==> config.mk <==
export PLATFORM = sky130hd
export DESIGN_NAME = hist_readout_ctrl_flat
export DESIGN_NICKNAME = d
export VERILOG_FILES = /design/src/rtl/hist_pkg.sv /design/src/rtl/hist_readout_ctrl_if.sv /design/src/rtl/hist_readout_fifo.sv /design/src/rtl/hist_readout_ctrl.sv /design/src/flat_wrapper.sv
export SDC_FILE = /design/constraint.sdc
export NUM_CORES = 1
export LEC_CHECK = 0
export ABC_AREA = 1
export BUFFER_PORTS_ARGS = -buffer_cell sky130_fd_sc_hd__buf_2
export CORE_MARGIN = 1
export CORE_UTILIZATION = 55
export DETAILED_ROUTE_END_ITERATION = 6
export GPL_TIMING_DRIVEN = 1
export HOLD_SLACK_MARGIN = 0.08
export PLACE_DENSITY = 0.84
export SYNTH_ARGS = -nofsm -noshare
export SYNTH_HDL_FRONTEND = slang
export SYNTH_SLANG_ARGS = --single-unit
==> constraint.sdc <==
create_clock -name clk -period 3.9 [get_ports clk]
set_input_delay 0.585 -clock clk [delete_from_list [all_inputs] [get_ports clk]]
set_output_delay 0.585 -clock clk [all_outputs]
set_load 0.01 [all_outputs]
==> src/rtl/hist_pkg.sv <==
// hist_pkg: shared constants and state encoding for the histogram readout controller
package hist_pkg;

    localparam int HIST_READ_LATENCY = 3;

    typedef enum logic [1:0] {IDLE, SWEEP, DRAIN} readout_state_t;

endpackage

==> src/rtl/hist_readout_ctrl_if.sv <==
// hist_readout_ctrl_if: AXI-Stream bundle carrying swept bin counts out of the controller
interface hist_readout_ctrl_if #(
    parameter int WS = 32
);

    logic [WS-1:0] tdata;
    logic          tvalid;
    logic          tready;
    logic          tlast;

    modport master (output tdata, tvalid, tlast, input tready);
    modport slave  (input tdata, tvalid, tlast, output tready);

endinterface

==> src/rtl/hist_readout_fifo.sv <==
// hist_readout_fifo: first-word-fall-through buffer between histogram returns and the output stream
module hist_readout_fifo #(
    parameter int W     = 33,
    parameter int DEPTH = 16
) (
    input  logic                   clk,
    input  logic                   rstn,
    input  logic                   push,
    input  logic [W-1:0]           din,
    input  logic                   pop,
    output logic [W-1:0]           dout,
    output logic [$clog2(DEPTH):0] count
);

    localparam int PW = $clog2(DEPTH);

    logic [W-1:0] mem_q [DEPTH];
    logic [PW-1:0] wr_q, wr_d, rd_q, rd_d;
    logic [PW:0] count_q, count_d;

    // pointer and occupancy updates; the depth is a power of two so pointers wrap on their own
    always_comb begin
        wr_d    = wr_q + PW'(push);
        rd_d    = rd_q + PW'(pop);
        count_d = count_q + (PW+1)'(push) - (PW+1)'(pop);
    end

    // pointer and occupancy registers
    always_ff @(posedge clk or negedge rstn) begin
        if (!rstn) begin
            wr_q    <= '0;
            rd_q    <= '0;
            count_q <= '0;
        end else begin
            wr_q    <= wr_d;
            rd_q    <= rd_d;
            count_q <= count_d;
        end
    end

    // storage needs no reset: nothing is read until it has been written
    always_ff @(posedge clk) begin
        if (push) mem_q[wr_q] <= din;
    end

    assign dout  = mem_q[rd_q];
    assign count = count_q;

endmodule

==> src/rtl/hist_readout_ctrl.sv <==
// hist_readout_ctrl: owns the histogram address port, passing bins through or sweeping read-and-clear to AXIS
module hist_readout_ctrl
    import hist_pkg::*;
#(
    parameter int HIST_MEM_DEPTH      = 4096,
    parameter int HIST_WORD_SIZE      = 32,
    parameter int HIST_MEM_ADDR_WIDTH = $clog2(HIST_MEM_DEPTH),
    parameter int FIFO_DEPTH          = 16
) (
    input  logic                           clk,
    input  logic                           rstn,
    input  logic                           readout_start,
    output logic                           busy,
    output logic                           done,
    input  logic [HIST_MEM_ADDR_WIDTH-1:0] bin_addr_in,
    input  logic                           bin_valid_in,
    output logic [31:0]                    dropped_count,
    output logic [HIST_MEM_ADDR_WIDTH-1:0] hist_address,
    output logic                           hist_valid,
    output logic                           hist_read,
    output logic                           hist_rst,
    input  logic [HIST_WORD_SIZE-1:0]      hist_data,
    input  logic                           hist_data_valid,
    input  logic                           hist_last,
    hist_readout_ctrl_if.master            m_axis
);

    localparam int AW = HIST_MEM_ADDR_WIDTH;
    localparam int CW = $clog2(FIFO_DEPTH) + 1;
    localparam logic [AW-1:0] LAST_BIN = AW'(HIST_MEM_DEPTH - 1);

    if (FIFO_DEPTH < 2 * (HIST_READ_LATENCY + 1) || (FIFO_DEPTH & (FIFO_DEPTH - 1)) != 0) begin : g_bad_fifo_depth
        $error("FIFO_DEPTH must be a power of two covering twice the histogram round trip");
    end

    readout_state_t state_q, state_d;
    logic [AW-1:0] sweep_q, sweep_d, rx_q, rx_d, hist_address_q, hist_address_d;
    logic [CW-1:0] inflight_q, inflight_d, fifo_count;
    logic [31:0] dropped_q, dropped_d;
    logic hist_valid_q, hist_valid_d, hist_read_q, hist_read_d, hist_rst_q, hist_rst_d, done_q, done_d;
    logic issue, push, pop;
    logic [HIST_WORD_SIZE:0] fifo_dout;

    // a bin is issued only if the FIFO can absorb it together with every return still in flight
    assign issue = state_q == SWEEP && 32'(fifo_count) + 32'(inflight_q) < 32'(FIFO_DEPTH);
    assign push  = hist_data_valid && state_q != IDLE;
    assign pop   = m_axis.tvalid && m_axis.tready;

    // next state, sweep/return/credit counters and the registered histogram port
    always_comb begin
        state_d = state_q;
        sweep_d = sweep_q;
        if (state_q == IDLE && readout_start && fifo_count == '0) state_d = SWEEP;
        if (issue) begin
            sweep_d = sweep_q == LAST_BIN ? '0 : sweep_q + 1'b1;
            state_d = sweep_q == LAST_BIN ? DRAIN : SWEEP;
        end
        if (state_q == DRAIN && hist_last) state_d = IDLE;
        hist_address_d = state_q == IDLE ? bin_addr_in : sweep_q;
        hist_valid_d   = state_q == IDLE ? bin_valid_in : issue;
        hist_read_d    = state_q != IDLE;
        hist_rst_d     = state_q != IDLE;
        done_d         = state_q == DRAIN && hist_last;
        inflight_d     = inflight_q + CW'(issue) - CW'(push);
        rx_d           = !push ? rx_q : rx_q == LAST_BIN ? '0 : rx_q + 1'b1;
        dropped_d      = dropped_q + 32'(state_q != IDLE && bin_valid_in && dropped_q != '1);
    end

    // controller registers
    always_ff @(posedge clk or negedge rstn) begin
        if (!rstn) begin
            state_q        <= IDLE;
            sweep_q        <= '0;
            rx_q           <= '0;
            inflight_q     <= '0;
            dropped_q      <= '0;
            hist_address_q <= '0;
            hist_valid_q   <= 1'b0;
            hist_read_q    <= 1'b0;
            hist_rst_q     <= 1'b0;
            done_q         <= 1'b0;
        end else begin
            state_q        <= state_d;
            sweep_q        <= sweep_d;
            rx_q           <= rx_d;
            inflight_q     <= inflight_d;
            dropped_q      <= dropped_d;
            hist_address_q <= hist_address_d;
            hist_valid_q   <= hist_valid_d;
            hist_read_q    <= hist_read_d;
            hist_rst_q     <= hist_rst_d;
            done_q         <= done_d;
        end
    end

    hist_readout_fifo #(.W(HIST_WORD_SIZE + 1), .DEPTH(FIFO_DEPTH)) u_fifo (
        .clk   (clk),
        .rstn  (rstn),
        .push  (push),
        .din   ({rx_q == LAST_BIN, hist_data}),
        .pop   (pop),
        .dout  (fifo_dout),
        .count (fifo_count)
    );

    assign busy          = state_q != IDLE;
    assign done          = done_q;
    assign dropped_count = dropped_q;
    assign hist_address  = hist_address_q;
    assign hist_valid    = hist_valid_q;
    assign hist_read     = hist_read_q;
    assign hist_rst      = hist_rst_q;
    assign m_axis.tvalid = fifo_count != '0;
    assign m_axis.tdata  = fifo_dout[HIST_WORD_SIZE-1:0];
    assign m_axis.tlast  = m_axis.tvalid && fifo_dout[HIST_WORD_SIZE];

endmodule

==> src/flat_wrapper.sv <==
// flat-port wrapper written by rule: the top's interface ports become plain ports
module hist_readout_ctrl_flat import hist_pkg::*;
#(
    parameter int HIST_MEM_DEPTH      = 4096,
    parameter int HIST_WORD_SIZE      = 32,
    parameter int HIST_MEM_ADDR_WIDTH = $clog2(HIST_MEM_DEPTH),
    parameter int FIFO_DEPTH          = 16
)
  (clk, rstn, readout_start, busy, done, bin_addr_in, bin_valid_in, dropped_count, hist_address, hist_valid, hist_read, hist_rst, hist_data, hist_data_valid, hist_last, m_axis_tdata, m_axis_tvalid, m_axis_tlast, m_axis_tready);
  hist_readout_ctrl_if #(.WS((32))) m_axis_i ();
  input  logic clk;
  input  logic rstn;
  input  logic readout_start;
  output logic busy;
  output logic done;
  input  logic [HIST_MEM_ADDR_WIDTH-1:0] bin_addr_in;
  input  logic bin_valid_in;
  output logic [31:0] dropped_count;
  output logic [HIST_MEM_ADDR_WIDTH-1:0] hist_address;
  output logic hist_valid;
  output logic hist_read;
  output logic hist_rst;
  input  logic [HIST_WORD_SIZE-1:0] hist_data;
  input  logic hist_data_valid;
  input  logic hist_last;
  output wire logic [$bits(m_axis_i.tdata)-1:0] m_axis_tdata;
  output wire logic [$bits(m_axis_i.tvalid)-1:0] m_axis_tvalid;
  output wire logic [$bits(m_axis_i.tlast)-1:0] m_axis_tlast;
  input wire logic [$bits(m_axis_i.tready)-1:0] m_axis_tready;
  assign m_axis_tdata = m_axis_i.tdata;
  assign m_axis_tvalid = m_axis_i.tvalid;
  assign m_axis_tlast = m_axis_i.tlast;
  assign m_axis_i.tready = m_axis_tready;
  hist_readout_ctrl #(.HIST_MEM_DEPTH(HIST_MEM_DEPTH), .HIST_WORD_SIZE(HIST_WORD_SIZE), .HIST_MEM_ADDR_WIDTH(HIST_MEM_ADDR_WIDTH), .FIFO_DEPTH(FIFO_DEPTH)) u_core (.clk(clk), .rstn(rstn), .readout_start(readout_start), .busy(busy), .done(done), .bin_addr_in(bin_addr_in), .bin_valid_in(bin_valid_in), .dropped_count(dropped_count), .hist_address(hist_address), .hist_valid(hist_valid), .hist_read(hist_read), .hist_rst(hist_rst), .hist_data(hist_data), .hist_data_valid(hist_data_valid), .hist_last(hist_last), .m_axis(m_axis_i));
endmodule
== After elaboration in Yosys (flattened, before gate mapping) ==
Memory sizes are Yosys's and may differ from the RTL's.
Cells that the tools add are included.
W data, S select, Z words.
Operators by class
  add/subtract/negate cells: 10
  $lt $le $gt $ge: 1
  equality and inequality tests: 5
  multiplexer cells: 10
  reduce and logical (&&, ||, !) cells: 14
Operator list (number)
  $mux W12: 3
  $add A32 B1 Y32: 1
  $lt A32 B5 Y1 const B: 1
  $ne A32 B32 Y1 const B: 1
  $add A12 B1 Y12 const B: 2
  $eq A12 B12 Y1 const B: 2
  $add A5 B1 Y5: 2
  $sub A5 B1 Y5: 2
  $logic_and A1 B1 Y1: 9
  $add A4 B1 Y4: 2
  $mux W2: 4
  $add A5 B5 Y6: 1
  $logic_not A5 Y1: 1
  $reduce_bool A5 Y1: 1
  $mux W1: 3
  $reduce_bool A3 Y1: 1
  $eq A2 B1 Y1 const B: 1
  $eq A2 B2 Y1 const B: 1
  $logic_not A2 Y1: 1
  $reduce_bool A2 Y1: 1
Word-level totals
  bits in registers: 91
  RAM bits: 528
  input bits: 51
  output and inout bits: 83
  word-level logic and storage cells: 53
  memories: 1
Memory list
  u_core.u_fifo.mem_q: depth 16, width 33, rd ports 1, clocked after Yosys merged registers in 0, write ports 1, line hist_readout_fifo.sv:17  | logic [W-1:0] mem_q [DEPTH];

== Logic depth before layout (Yosys ltp) ==
  depth after elaboration: 6
  mapped depth: 14
  gate-level depth less buffers: 14

== Hierarchy ==
Synthesis repeated with hierarchy kept, for this count alone.
Second synthesis, totals
  cell total of the unflattened synthesis: 2639
  area total of the unflattened synthesis: 26863.3 um^2
By module, submodules not included
  hist_readout_fifo: instances 1, cells each 2135, area an instance 22731.8 um^2, seq. area each 16180.5 um^2
  hist_readout_ctrl: instances 1, cells each 504, area an instance 4131.5 um^2, seq. area each 1951.9 um^2

== Worst setup path before layout ==
Ideal clock, no wire load.
  path kind: register -> register
  start: register u_core.state_q[0]
  end: memory u_core.u_fifo.mem_q[0][0], enable pin
  setup time: 0.423 ns
  arrival time: 2.405 ns
  required time: 3.477 ns
  path slack: 1.072 ns
  stages on the path, launching flop included: 7
  path buffers: 0
  period minus slack after synthesis: 2.828 ns
  cells stage by stage: dfrtp_1 -> inv_1 -> nand2_2 -> nand2_2 -> clkinv_1 -> nand3_1 -> nor2_1
On the way
  word-level cells in the longest chain between the ends: 4
RTL lines
  start, declared: line hist_readout_ctrl.sv:36  | readout_state_t state_q, state_d;
  start signal, assigned: line hist_readout_ctrl.sv:83  | state_q <= state_d;
  $reduce_bool A2 Y1
  via busy: line flat_wrapper.sv:14  | output logic busy;
  $logic_and A1 B1 Y1: line hist_readout_ctrl.sv:46  | assign push = hist_data_valid && state_q != IDLE;
  via u_core.push: line hist_readout_ctrl.sv:41  | logic issue, push, pop;
  $mux W1: line hist_readout_fifo.sv:43  | if (push) mem_q[wr_q] <= din;
  $mux W1 (not written as such): line hist_readout_fifo.sv:43
  end, declared: line hist_readout_fifo.sv:17
The timed path passes the listed nets, and every way through them passes these cells.

== Worst setup path in the final report ==
  start: register u_core.u_fifo.rd_q[0]
  end: output m_axis_tdata[23]
On the way
  word-level cells in the longest chain between the ends: 1
RTL lines
  start, declared: line hist_readout_fifo.sv:18  | logic [PW-1:0] wr_q, wr_d, rd_q, rd_d;
  start signal, assigned: line hist_readout_fifo.sv:36  | rd_q <= rd_d;
  $mem_v2 Z16 W33
  end, declared: line flat_wrapper.sv:26  | output wire logic [$bits(m_axis_i.tdata)-1:0] m_axis_tdata;
Every way passes these cells.

==> results.md <==
* Mean Syn Cell Area at between 10 and 15 um^2
* RR Endpoint: u_core.inflight_q[4]
* Rel. slew slack at between 10% and 20%
* Drt via density at 5.97
* Area Overhead vs Synth at 13.6%
* GRT Util Overall at roughly a quarter
* Synthesis-stage register bit count at between 600 and 700
* CP Class: flip-flop to output port
* Num rows at between 70 and 80
* Pleak at 10.5 nW
* Tot Pwr at 21.0 mW
* Run status: finished, final reports clean
* Die width at between 200 and 250 um
* Clk sinks at between 600 and 700
* Mapped Nets at approximately 2200
* Fin crit share at between 90% and 100%
* Clock root cell: clkbuf_16
* Initial antenna violation count at 3
* Clock Skews at about 31 ps
* Clk slew on worst S/H paths at roughly 60 ps
* Hold Path Class: input port to async pin
* Setup violators final at 0
* Final HPWL DP at between 30 and 40 mm
* Sequential area share after synthesis at 71.2%
* Starting Density at 55.9%
* Worst Setup End Kind: output port
* DR pass1 iterations at 5
* Die Ht at around 220 um
* Asr flop ratio synth at approximately 15%
* Final antenna-violating net count at 0
* Worst r2r path cells at 9
* Slew @ Worst Pin at 1260 ps
* Synth cell types at 30
* Initial drt markers at around 2200
* CTS Buf Count at 59
* Worst r2r src: u_core.u_fifo.count[4]
* Setup Buffers After CTS at 0
* Hold_buf cts at 0
* First-pass GRT wire length at a little over 90 mm
* Routed len/inst at 20.9 um
* H-tree depth at 2
* Required @ worst endpoint at roughly 3300 ps
* Post-route DRC at 0
* Fmax at ~270 MHz
* R2r setup slk at 1000 ps
* Vias at 17300
* Pin count of the biggest net entering global routing at between 150 and 200
* Final Hold Viols at 0
* Gate Count Post-Synth at about 2100
* Fin Setup TNS at 0 ps
* I/O pin cnt at about 130
* Cell Pwr Density at a little over 700 nW/um^2
* CTS max path bufs at 3
* Layout Nets at about 2300
* Yosys warns at 0
* Number of synthesized flops with an enable pin at 528
* Post-Synthesis Cell Area at between 20000 and 30000 um^2
* Synth Flop Type: edfxtp_1
* Final WL at about 60 mm
* Crit start category: flip-flop
* Worst vdd ir at roughly 460 uV
* RD Place Congestion at 0.891
* Die ar. at 47200 um^2
* CTS tree: built
* Layout cells sized above 1 at between 10% and 20%
* Post-layout min period at around 3700 ps
* Number of global-route vias before repair at between 15000 and 20000
* Final core area utilization at between 60% and 70%
* MaxCap Viol Count at 0
* Clk Latency, worst-skew pair at about 620 ps
* GR Overflow Total at 0
* Critical Path AT at around 3200 ps
* Port Buffers at 133
* CP Max Fanout at 97
* CTS resizes at 0
* Floorplan core area at 45600 um^2
* Pins over their slew limit at 0
==> cells in the mapped netlist (5+ instances only) <==
cell / n / area (um^2)
xor2_1: 28 / 245
o211ai_1: 128 / 961
a21oi_1: 63 / 315
xnor2_1: 17 / 149
nand4_1: 15 / 93.8
buf_1: 9 / 33.8
clkbuf_1: 66 / 248
o21ai_0: 250 / 1250
nor2_1: 359 / 1350
nor3_1: 11 / 55.1
o21ai_1: 30 / 150
inv_1: 126 / 473
buf_2: 35 / 175
edfxtp_1: 528 / 15900
nand3_1: 109 / 546
buf_4: 5 / 37.5
nand2_1: 217 / 815
nand3b_1: 7 / 52.6
ha_1: 23 / 288
dfrtp_1: 91 / 2280
==> per-stage QoR <==
stage / std cells / setup WS [ps] / hold WS, ps / cell area, um^2
after floorplan: 2131 / 1070 / 289 / 25500
after global placement: 2785 / 1030 / 458 / 27000
after detailed placement: 2785 / 927 / 468 / 27000
after CTS: 2893 / 227 / 144 / 28900
after global routing: 2895 / -6.55 / 181 / 28900
final: 2895 / 158 / 101 / 28900
==> area by class of cell <==
type,count,area [um^2]
inverters,129,489
well taps,600,751
clock inverters,42,415
repair buffers,170,1130
diodes,2,5.00
fillers,3164,16600
flip-flops and latches,619,18100
clock buffers,66,1510
multi-input cells,1267,6490
==> state kept, by name (all words and copies together), names as in the netlist <==
signal / count
u_core.inflight_q: 5
u_core.u_fifo.count: 5
u_core.state_q: 2
u_core.done: 1
u_core.sweep_q: 12
u_core.hist_read: 1
u_core.u_fifo.rd_q: 4
u_core.hist_valid: 1
u_core.hist_address: 12
u_core.u_fifo.wr_q: 4
u_core.dropped_count: 32
u_core.u_fifo.mem_q: 528
u_core.rx_q: 12
==> critical path, cell delays in order, from the launching register on <==
cell and delay, ps:
dfrtp_4 720, buf_4 780, o21ai_0 310, o211ai_1 320, nand3_1 110, nand2_1 110, buf_2 140
==> cells in the final DEF, fill, tap and decap left out, drive strengths merged <==
cell and count:
nor3 11, nand4 15, clkinv 33, diode 2, a21oi 63, clkinvlp 2, xnor2 17, clkbuf 66
o21bai 1, fa 2, xor2 28, nor3b 1, buf 170, bufinv 8, inv 128, ha 23
nand3b 7, nand3 109, nor2 360, nand2 219, edfxtp 528, nor4 2, o21ai 280, and3 1
o211ai 128, dfrtp 91
==> cells by family (layout without fill, tap and decap cells) <==
kind of cell	count (synthesis)	count (layout)	share of synthesized area, %
DFF	619	619	71.2
adders and majority gates	25	25	1.29
AOI/OAI and AO/OA	472	472	10.5
xor gates and xnor gates	45	45	1.55
other	0	2	0
buffers and inverters	245	407	3.88
and+or+nand+nor	725	725	11.6
==> where the power goes <==
group / leakage (nW) / total (mW) / internal [mW] / switching (mW)
combinational: 3.62 / 6.73 / 2.09 / 4.64
sequential: 5.96 / 8.51 / 8.01 / 0.507
clock: 0.946 / 5.73 / 3.31 / 2.42
==> how the worst max path moves through the flow <==
stage / startpoint / to / slack [ps] / cells past startpoint
5_1_grt: u_core.u_fifo.rd_q[0] / m_axis_tdata[23] / -7 / 6
3_5_place_dp: u_core.u_fifo.rd_q[0] / m_axis_tdata[19] / 930 / 9
4_1_cts: u_core.u_fifo.rd_q[0] / m_axis_tdata[23] / 230 / 6
6_report: u_core.u_fifo.rd_q[0] / m_axis_tdata[23] / 160 / 6
2_1_floorplan: u_core.state_q[0] / u_core.u_fifo.mem_q[0][0] / 1070 / 6
3_3_place_gp: u_core.u_fifo.rd_q[0] / m_axis_tdata[26] / 1030 / 6
==> per-layer routing <==
metal	routed length [um]	part of all wire, %	track usage [%]	vias to the layer above
li1	-	-	-	7802
met1	23500	39	34.0	8365
met2	29400	49	41.3	955
met3	5670	9.4	4.74	154
met4	1840	3.0	10.7	2
met5	8	0.013	0	-
No activity file was read; power rests on OpenSTA's default activity.
